`config.mk`:
```
export PLATFORM = sky130hd
export DESIGN_NAME = cva6_tlb_sv32
export DESIGN_NICKNAME = d
export VERILOG_FILES = /design/src/rtl/cva6_tlb_sv32_pkg.sv /design/src/rtl/tlb_plru_tree.sv /design/src/rtl/cva6_tlb_sv32.sv
export SDC_FILE = /design/constraint.sdc
export NUM_CORES = 1
export LEC_CHECK = 0
export ABC_CLOCK_PERIOD_IN_PS = 2310
export BUFFER_PORTS_ARGS = -buffer_cell sky130_fd_sc_hd__buf_4
export CAP_MARGIN = 20
export CORE_MARGIN = 2
export CORE_UTILIZATION = 58
export CTS_CLUSTER_DIAMETER = 40
export DETAILED_ROUTE_END_ITERATION = 8
export GPL_ROUTABILITY_DRIVEN = 0
export PLACE_DENSITY = 0.81
export SLEW_MARGIN = 20
export SYNTH_ARGS = -nofsm -noshare
export SYNTH_HDL_FRONTEND = slang
export SYNTH_SLANG_ARGS = --single-unit
```
`constraint.sdc`:
```
create_clock -name clk_i -period 2.31 [get_ports clk_i]
set_input_delay 0.3465 -clock clk_i [delete_from_list [all_inputs] [get_ports clk_i]]
set_output_delay 0.3465 -clock clk_i [all_outputs]
set_load 0.05 [all_outputs]
```
`src/rtl/cva6_tlb_sv32_pkg.sv`:
```
// Shared Sv32 types for the fully associative TLB: PTE layout, refill packet and entry tag.
package cva6_tlb_sv32_pkg;

  localparam int unsigned VPN_W      = 10;
  localparam int unsigned PPN_W      = 22;
  localparam int unsigned ASID_MAX_W = 9;
  localparam int unsigned PTE_W      = 32;
  localparam int unsigned UPDATE_W   = 63;

  typedef struct packed {
    logic [PPN_W-1:0] ppn;
    logic [1:0]       rsw;
    logic             d;
    logic             a;
    logic             g;
    logic             u;
    logic             x;
    logic             w;
    logic             r;
    logic             v;
  } pte_t;

  typedef struct packed {
    logic                  valid;
    logic                  is_4M;
    logic [VPN_W-1:0]      vpn1;
    logic [VPN_W-1:0]      vpn0;
    logic [ASID_MAX_W-1:0] asid;
    pte_t                  content;
  } update_t;

  typedef struct packed {
    logic                  valid;
    logic                  is_4M;
    logic [VPN_W-1:0]      vpn1;
    logic [VPN_W-1:0]      vpn0;
    logic [ASID_MAX_W-1:0] asid;
  } tag_t;

endpackage

```
`src/rtl/tlb_plru_tree.sv`:
```
// Tree pseudo-LRU replacement state: ENTRIES-1 heap-ordered node bits, 1 = upper half is the victim side.
module tlb_plru_tree #(
  parameter int unsigned ENTRIES = 4
) (
  input  logic                       clk_i,
  input  logic                       rst_ni,
  input  logic                       access_i,
  input  logic [$clog2(ENTRIES)-1:0] access_idx_i,
  output logic [$clog2(ENTRIES)-1:0] victim_o
);
  localparam int unsigned IDX_W = $clog2(ENTRIES);

  logic [ENTRIES-2:0] nodes_q, nodes_d;

  // Every node on the accessed entry's path is turned to point at the other half.
  always_comb begin
    int node;
    nodes_d = nodes_q;
    node    = 0;
    if (access_i) begin
      for (int l = 0; l < int'(IDX_W); l++) begin
        node = (1 << l) - 1 + (int'(access_idx_i) >> (int'(IDX_W) - l));
        nodes_d[node] = ~access_idx_i[int'(IDX_W) - 1 - l];
      end
    end
  end

  always_comb begin
    int node;
    node     = 0;
    victim_o = '0;
    for (int l = 0; l < int'(IDX_W); l++) begin
      victim_o[int'(IDX_W) - 1 - l] = nodes_q[node];
      node = 2 * node + 1 + int'(nodes_q[node]);
    end
  end

  always_ff @(posedge clk_i or negedge rst_ni) begin
    if (!rst_ni) begin
      nodes_q <= '0;
    end else begin
      nodes_q <= nodes_d;
    end
  end

endmodule

```
`src/rtl/cva6_tlb_sv32.sv`:
```
// Fully associative Sv32 TLB: combinational lookup, ASID/address flush, refill into lowest free or PLRU entry.
module cva6_tlb_sv32
  import cva6_tlb_sv32_pkg::*;
#(
  parameter int unsigned TLB_ENTRIES = 4,
  parameter int unsigned ASID_WIDTH  = 1
) (
  input  logic                  clk_i,
  input  logic                  rst_ni,
  input  logic                  flush_i,
  input  logic [UPDATE_W-1:0]   update_i,
  input  logic                  lu_access_i,
  input  logic [ASID_WIDTH-1:0] lu_asid_i,
  input  logic [31:0]           lu_vaddr_i,
  output logic [PTE_W-1:0]      lu_content_o,
  input  logic [ASID_WIDTH-1:0] asid_to_be_flushed_i,
  input  logic [31:0]           vaddr_to_be_flushed_i,
  output logic                  lu_is_4M_o,
  output logic                  lu_hit_o
);
  localparam int unsigned IDX_W = $clog2(TLB_ENTRIES);
  localparam logic [ASID_MAX_W-1:0] ASID_MASK = ASID_MAX_W'((1 << ASID_WIDTH) - 1);

  update_t                upd;
  tag_t                   tags_q    [TLB_ENTRIES];
  tag_t                   tags_d    [TLB_ENTRIES];
  pte_t                   content_q [TLB_ENTRIES];
  pte_t                   content_d [TLB_ENTRIES];
  logic [TLB_ENTRIES-1:0] lu_hit;
  logic [TLB_ENTRIES-1:0] flush_hit;
  logic [IDX_W-1:0]       hit_idx, plru_victim, free_idx, victim;
  logic                   all_valid, flush_asid_zero, flush_vaddr_zero;
  logic                   unused_page_offset;

  assign upd                = update_i;
  assign unused_page_offset = ^lu_vaddr_i[11:0];
  assign flush_asid_zero    = (asid_to_be_flushed_i == '0);
  assign flush_vaddr_zero   = (vaddr_to_be_flushed_i == '0);

  always_comb begin
    for (int i = 0; i < int'(TLB_ENTRIES); i++) begin
      lu_hit[i] = tags_q[i].valid
                  && ((tags_q[i].asid == ASID_MAX_W'(lu_asid_i)) || content_q[i].g)
                  && (tags_q[i].vpn1 == lu_vaddr_i[31:22])
                  && (tags_q[i].is_4M || (tags_q[i].vpn0 == lu_vaddr_i[21:12]));
    end
  end

  // Later entries overwrite earlier ones, so the highest hitting index wins.
  always_comb begin
    lu_hit_o     = 1'b0;
    lu_content_o = '0;
    lu_is_4M_o   = 1'b0;
    hit_idx      = '0;
    for (int i = 0; i < int'(TLB_ENTRIES); i++) begin
      if (lu_hit[i]) begin
        lu_hit_o     = 1'b1;
        lu_content_o = content_q[i];
        lu_is_4M_o   = tags_q[i].is_4M;
        hit_idx      = IDX_W'(i);
      end
    end
  end

  always_comb begin
    logic addr_m, asid_m;
    for (int i = 0; i < int'(TLB_ENTRIES); i++) begin
      addr_m = (tags_q[i].vpn1 == vaddr_to_be_flushed_i[31:22])
               && (tags_q[i].is_4M || (tags_q[i].vpn0 == vaddr_to_be_flushed_i[21:12]));
      asid_m = (tags_q[i].asid == ASID_MAX_W'(asid_to_be_flushed_i));
      unique case ({flush_asid_zero, flush_vaddr_zero})
        2'b11:   flush_hit[i] = 1'b1;
        2'b10:   flush_hit[i] = addr_m;
        2'b01:   flush_hit[i] = asid_m && !content_q[i].g;
        default: flush_hit[i] = addr_m && asid_m && !content_q[i].g;
      endcase
    end
  end

  // Scanning downward leaves the lowest invalid index in free_idx.
  always_comb begin
    all_valid = 1'b1;
    free_idx  = '0;
    for (int i = int'(TLB_ENTRIES) - 1; i >= 0; i--) begin
      if (!tags_q[i].valid) begin
        all_valid = 1'b0;
        free_idx  = IDX_W'(i);
      end
    end
  end

  assign victim = all_valid ? plru_victim : free_idx;

  always_comb begin
    tags_d    = tags_q;
    content_d = content_q;
    if (flush_i) begin
      for (int i = 0; i < int'(TLB_ENTRIES); i++) begin
        if (flush_hit[i]) tags_d[i].valid = 1'b0;
      end
    end else if (upd.valid) begin
      tags_d[victim].valid = 1'b1;
      tags_d[victim].is_4M = upd.is_4M;
      tags_d[victim].vpn1  = upd.vpn1;
      tags_d[victim].vpn0  = upd.vpn0;
      tags_d[victim].asid  = upd.asid & ASID_MASK;
      content_d[victim]    = upd.content;
    end
  end

  always_ff @(posedge clk_i or negedge rst_ni) begin
    if (!rst_ni) begin
      for (int i = 0; i < int'(TLB_ENTRIES); i++) begin
        tags_q[i]    <= '0;
        content_q[i] <= '0;
      end
    end else begin
      tags_q    <= tags_d;
      content_q <= content_d;
    end
  end

  tlb_plru_tree #(
    .ENTRIES (TLB_ENTRIES)
  ) i_plru (
    .clk_i        (clk_i),
    .rst_ni       (rst_ni),
    .access_i     (lu_access_i && lu_hit_o),
    .access_idx_i (hit_idx),
    .victim_o     (plru_victim)
  );

endmodule

```
Yosys cells after proc, flatten, opt, wreduce, memory -nomap -nowiden
Index checks and enable logic that the tools add are counted.
{"block": "op_classes", "n_div": 0, "multipliers": 0, "mux": 61, "shifts": 0, "order_cmp": 5, "n_addsub": 2, "bitwise_logic": 5, "reduce_logical": 54, "n_eq_ne": 31}
{"cell": "$bwmux W124", "n": 5}
{"cell": "$demux W31 S2", "n": 5}
{"cell": "$eq A10 B10 Y1", "n": 16}
{"cell": "$mux W32", "n": 5}
{"cell": "$bwmux W128", "n": 1}
{"cell": "$mux W124", "n": 1}
{"cell": "$eq A9 B1 Y1", "n": 8}
{"cell": "$demux W32 S2", "n": 1}
{"cell": "$ge A32 B1 Y1 const B", "n": 1}
{"cell": "$logic_not A32 Y1", "n": 1}
{"cell": "$lt A32 B4 Y1 const B", "n": 1}
{"cell": "$logic_and A1 B1 Y1", "n": 31}
{"cell": "$mux W31", "n": 1}
{"cell": "$mux W30", "n": 1}
{"cell": "$mux W29", "n": 1}
{"cell": "$mux W1", "n": 24}
{"cell": "$mux W19", "n": 1}
{"cell": "$mux W2", "n": 7}
{"cell": "$logic_or A1 B1 Y1", "n": 12}
{"cell": "$pmux W1 S3", "n": 4}
{"cell": "$reduce_and A2 Y1", "n": 5}
{"cell": "$mux W9", "n": 1}
{"cell": "$ne A2 B1 Y1 const B", "n": 4}
{"cell": "$add A1 B1 Y2 const A", "n": 2}
{"cell": "12 further kinds", "n": 19}
{"block": "totals", "reg_bits": 255, "ramBits": 0, "in_bits": 133, "latch_bits": 0, "out_inout_bits": 34, "romBits": 0, "mem_count": 0, "wordCells": 219}

Depth between registers and ports, before layout
{"block": "logic_depth", "ltp_word": 17, "ltp_mapped": 9, "ltp_nobuf": 6}

By module
From an unflattened synthesis, not the netlist that was laid out.
{"block": "unflattened", "hier_cells": 938, "area_unflattened_um2": 11918.9}
{"module": "cva6_tlb_sv32", "cells_each": 925, "seq_area_each_um2": 5505.3, "area_per_inst_um2": 11776.3, "n_inst": 1}
{"module": "tlb_plru_tree", "cells_each": 13, "seq_area_each_um2": 75.1, "area_per_inst_um2": 142.6, "n_inst": 1}

Worst setup path after synthesis
OpenSTA, ideal clock, no wires.
{"block": "synth_path", "kind": "input to output", "startpoint": "in lu_vaddr_i[29]", "endpoint": "out lu_content_o[5]", "required_ps": 1964, "n_path_buf": 3, "slack_ps": -588, "cell_stages": 9, "t_arrival_ps": 2552, "cell_sequence": "buf_6 > xnor2_1 > nand4_1 > nor4_4 > and2_1 > buf_4 > buf_4 > nand2_1 > a32oi_1"}
{"block": "synth_via", "elab_chain_cells": 7, "elab_cells_between_ends": 16, "cone_classes": "eq/ne: 4; mux: 4; reduce/logical: 8"}
{"element": "from (decl)", "line_no": "cva6_tlb_sv32.sv:14", "rtl": "input logic [31:0] lu_vaddr_i,"}
{"element": "$eq A10 B10 Y1", "line_no": "cva6_tlb_sv32.sv:44", "rtl": "&& (tags_q[i].vpn1 == lu_vaddr_i[31:22])"}
{"element": "$logic_and A1 B1 Y1", "line_no": "cva6_tlb_sv32.sv:44"}
{"element": "$logic_and A1 B1 Y1", "line_no": "cva6_tlb_sv32.sv:45", "rtl": "&& (tags_q[i].is_4M || (tags_q[i].vpn0 == lu_vaddr_i[21:12]));"}
{"element": "$mux W32 (3 in a row)", "line_no": "cva6_tlb_sv32.sv:56", "rtl": "if (lu_hit[i]) begin"}
{"element": "$mux W32 *", "line_no": "cva6_tlb_sv32.sv:56"}
{"element": "to (decl)", "line_no": "cva6_tlb_sv32.sv:15", "rtl": "output logic [PTE_W-1:0] lu_content_o,"}
Mark *: on every way between the ends. The rest lies on a longest branch, timed or not.

Worst setup path in the final report
{"block": "layout_path", "startpoint": "reg tags_q[116] (netlist name)", "endpoint": "out lu_content_o[24]"}
{"block": "layout_via", "elab_chain_cells": 7}
{"element": "from (decl)", "line_no": "cva6_tlb_sv32.sv:25", "rtl": "tag_t tags_q [TLB_ENTRIES];"}
{"element": "from (signal assigned)", "line_no": "cva6_tlb_sv32.sv:118", "rtl": "tags_q <= tags_d;"}
{"element": "$eq A10 B10 Y1", "line_no": "cva6_tlb_sv32.sv:44"}
{"element": "$logic_and A1 B1 Y1", "line_no": "cva6_tlb_sv32.sv:44"}
{"element": "$logic_and A1 B1 Y1", "line_no": "cva6_tlb_sv32.sv:45"}
{"element": "$mux W32 (4 in a row)", "line_no": "cva6_tlb_sv32.sv:56"}
Every way passes these cells.

==> impl_metrics.csv <==
group,metric,value,unit
route,first_pass_iters,5,
pwr,ir_drop,0.889,mV
global_routing,grt_pass1_vias,10100,
logic_synthesis,synth_fp_nets,1098,
place,io_buffer_count,146,
logic_synthesis,syn_area_per_cell,12.0,sq um
pwr,power_density,1220,nW/um^2
logic_synthesis,ys_seq_elements,223,
clock_tree,path_clk_slew,40,ps
timing,slew_headroom,64.4,%
finish,postLayoutCoreUtil,83.3,%
finish,drive_above_1_share,53.7,%
clock_tree,clock_latency,510,ps
timing,hold_viol,0,
global_routing,grt_pass1_wl,54700,microns
route,wl_per_cell,24.0,microns
status,violations,"negative setup slack",
timing,finalMaxSlewViolations,0,
worst_setup_path,critPathArrivalTime,3030,ps
clock_tree,clock-sinks,223,
finish,area_growth,40.4,%
finish,final_cell_mix,"buf_4 (251), dfrtp_1 (223), mux2_2 (216)",
floorplan,die_h,146,microns
timing,fmax,296,MHz
route,ant_nets,0,
clock_tree,clock-root-buffer,"clkbuf_16",
timing,finalSetupViolations,34,
route,drc,0,
worst_setup_path,critical_path_peak_fanout,7,
floorplan,design.die.area,21200,sq um
global_routing,grt_overflow,0,
global_routing,grtUsageTotal,32.7,%
logic_synthesis,synth_area,11600,sq um
clock_tree,numCtsBuffers,35,
global_routing,grt_max_degree,55,
floorplan,std_cell_rows,51,
timing,tightest_slew,533,ps
timing,period_share,146,%
timing,fin_ws,-1070,ps
worst_setup_path,endpoint_kind,"output port",
floorplan,core-area,19600,sq um
worst_setup_path,critPathKind,"reg -> out",
finish,fillCellCount,999,
place,dp_hpwl,21700,microns
hold_path,hold_path_class,"in -> reg",
route,avgViaCountPerCell,6.11,
logic_synthesis,ys.warnings.count,0,
flow_run,max_cap_viol_count,0,
worst_setup_path,crit_path_start_kind,"flip-flop",
timing,skew,26.3,ps
logic_synthesis,syn_inst,965,
worst_setup_path,cp_data_required_time,1960,ps
clock_tree,cts_buffer_depth,3,
route,drtIter0Drc,685,
hold_path,min_path_cells,2,
clock_tree,htreeDepth,2,
floorplan,die_x,146,microns
place,pre_cts_ws,-668,ps
logic_synthesis,yosysSeqAreaShare,48.0,%
finish,final_nets,1370,
status,status,"finished with violations",
pwr,p_leak,7.06,nW
timing,finalWorstPathRequiredPeriod,3380,ps
worst_setup_path,rr_worst_depth,9,
finish,stdcell_area,16300,sq um
clock_tree,cts_tree,"yes",
place,placed_area,14600,sq um
route,dr_total_vias,9307,
logic_synthesis,synth.distinct_cells,45,
pwr,total_power,19.8,mW
timing,rsz0062_at_grt,"yes",
floorplan,initial_core_util,59.3,%
global_routing,grt_antenna_before_repair,1,
route,drt-total-wl,36600,microns
floorplan,ios,167,
finish,layout_commonest_cell,"buf_4",
what timing repair did:
action	4_1_cts	5_1_grt
setup buffers	7	5
setup endpoints to repair	34	35
pin swaps	0	25
hold endpoints to repair	50	0
resized for setup	49	40
hold buffers	1	0
cloned	1	4
final timing paths:
| path | from | end | slack [ps] |
|---|---|---|---|
| min reg2reg | content_q[3]$_DFFE_PN0P_ | content_q[3]$_DFFE_PN0P_ | 500 |
| min in group asynchronous | rst_ni | tags_q[17]$_DFFE_PN0P_ | 360 |
| max | tags_q[116]$_DFFE_PN0P_ | lu_content_o[24] | -1070 |
| min | lu_access_i | i_plru.nodes_q[2]$_DFFE_PN0P_ | 80 |
| max reg2reg | tags_q[14]$_DFFE_PN0P_ | i_plru.nodes_q[1]$_DFFE_PN0P_ | 50 |
| max in group asynchronous | rst_ni | tags_q[117]$_DFFE_PN0P_ | 1250 |
power by group:
part	switching, mW	internal [mW]
Clock	1.89	3.35
Combinational	3.10	4.16
Sequential	1.47	5.86
metal layers:
metal / share of wire [%] / global-route usage, % / routed length, microns / vias up
met4: 4.0 / 14.2 / 1480 / 0
met5: 0 / 0 / 0 / -
met2: 50 / 56.0 / 18300 / 456
met3: 6.7 / 7.05 / 2470 / 121
met1: 39 / 40.2 / 14400 / 4745
li1: - / - / - / 3985
worst max-delay path, stage by stage (launching register included):
cell and delay [ps]:
dfrtp_1 410, xnor2_2 210, nand4_1 170, or4_4 580, a211oi_4 230, buf_4 210, clkbuf_16 170, nand2_1 100
a32oi_4 260, buf_6 190
synth_stat cells:
master / number / area share (%)
nor4_4: 1 / 0.18
clkbuf_1: 38 / 1.2
xor2_1: 88 / 6.6
o31a_1: 1 / 0.075
nor3b_1: 3 / 0.19
nor2b_1: 1 / 0.054
inv_1: 6 / 0.19
a41oi_1: 4 / 0.30
xnor2_1: 70 / 5.3
nand3_1: 12 / 0.52
or4_4: 1 / 0.097
mux2_2: 216 / 21
a21oi_1: 1 / 0.043
a31o_2: 1 / 0.075
a22oi_1: 2 / 0.13
a221o_1: 2 / 0.17
a21o_1: 1 / 0.065
a21boi_1: 1 / 0.065
a32oi_1: 32 / 2.4
o211ai_1: 1 / 0.065
mux2i_1: 1 / 0.086
o21ai_1: 2 / 0.086
a22o_1: 2 / 0.15
a211oi_4: 1 / 0.17
buf_4: 4 / 0.26
a41o_1: 2 / 0.17
nand2b_1: 2 / 0.11
nor2_1: 9 / 0.29
nand2_1: 102 / 3.3
a41oi_4: 1 / 0.24
nor4_2: 3 / 0.32
xnor2_2: 6 / 0.84
o21bai_1: 30 / 1.9
o21ai_0: 10 / 0.43
o41ai_1: 1 / 0.075
or2_2: 1 / 0.054
nor4_1: 29 / 1.6
dfrtp_1: 223 / 48
nand4_1: 16 / 0.86
and2_1: 2 / 0.11
and3b_1: 1 / 0.075
buf_2: 20 / 0.86
buf_6: 11 / 1.1
or3_1: 1 / 0.054
a31oi_1: 3 / 0.16
sequential cells by signal (all words and copies together) (netlist names):
register        count
content_q         128
i_plru.nodes_q      3
tags_q             92
kinds of logic after synthesis:
family                    Yosys count  share of synthesized area, %
AOI/OAI and AO/OA                  98                          6.83
xor gates and xnor gates          164                          12.7
buffers and inverters              79                          3.61
DFF                               223                          48.0
muxes                             217                          21.0
and+or+nand+nor                   184                          7.77
area by class of cell:
type / count / area [sq um] / share of cell area (%)
well taps: 265 / 332 / 2.03
flip-flops and latches: 223 / 5580 / 34.2
clock buffers: 44 / 982 / 6.02
inverters: 6 / 22.5 / 0.138
multi-input cells: 663 / 6490 / 39.8
repair buffers: 308 / 2720 / 16.7
diodes: 1 / 2.50 / 0.0153
clock inverters: 14 / 178 / 1.09
per-stage QoR:
| step | hold WS (ps) | std cells | setup TNS (ps) |
|---|---|---|---|
| floorplan | 50.9 | 965 | -6270 |
| global placement | 304 | 1448 | -18800 |
| detailed placement | 307 | 1448 | -20580 |
| CTS | 65.1 | 1515 | -31520 |
| global route | 81.5 | 1524 | -36220 |
| finish | 76.1 | 1524 | -33030 |
Power figures use the tool's default switching activity.
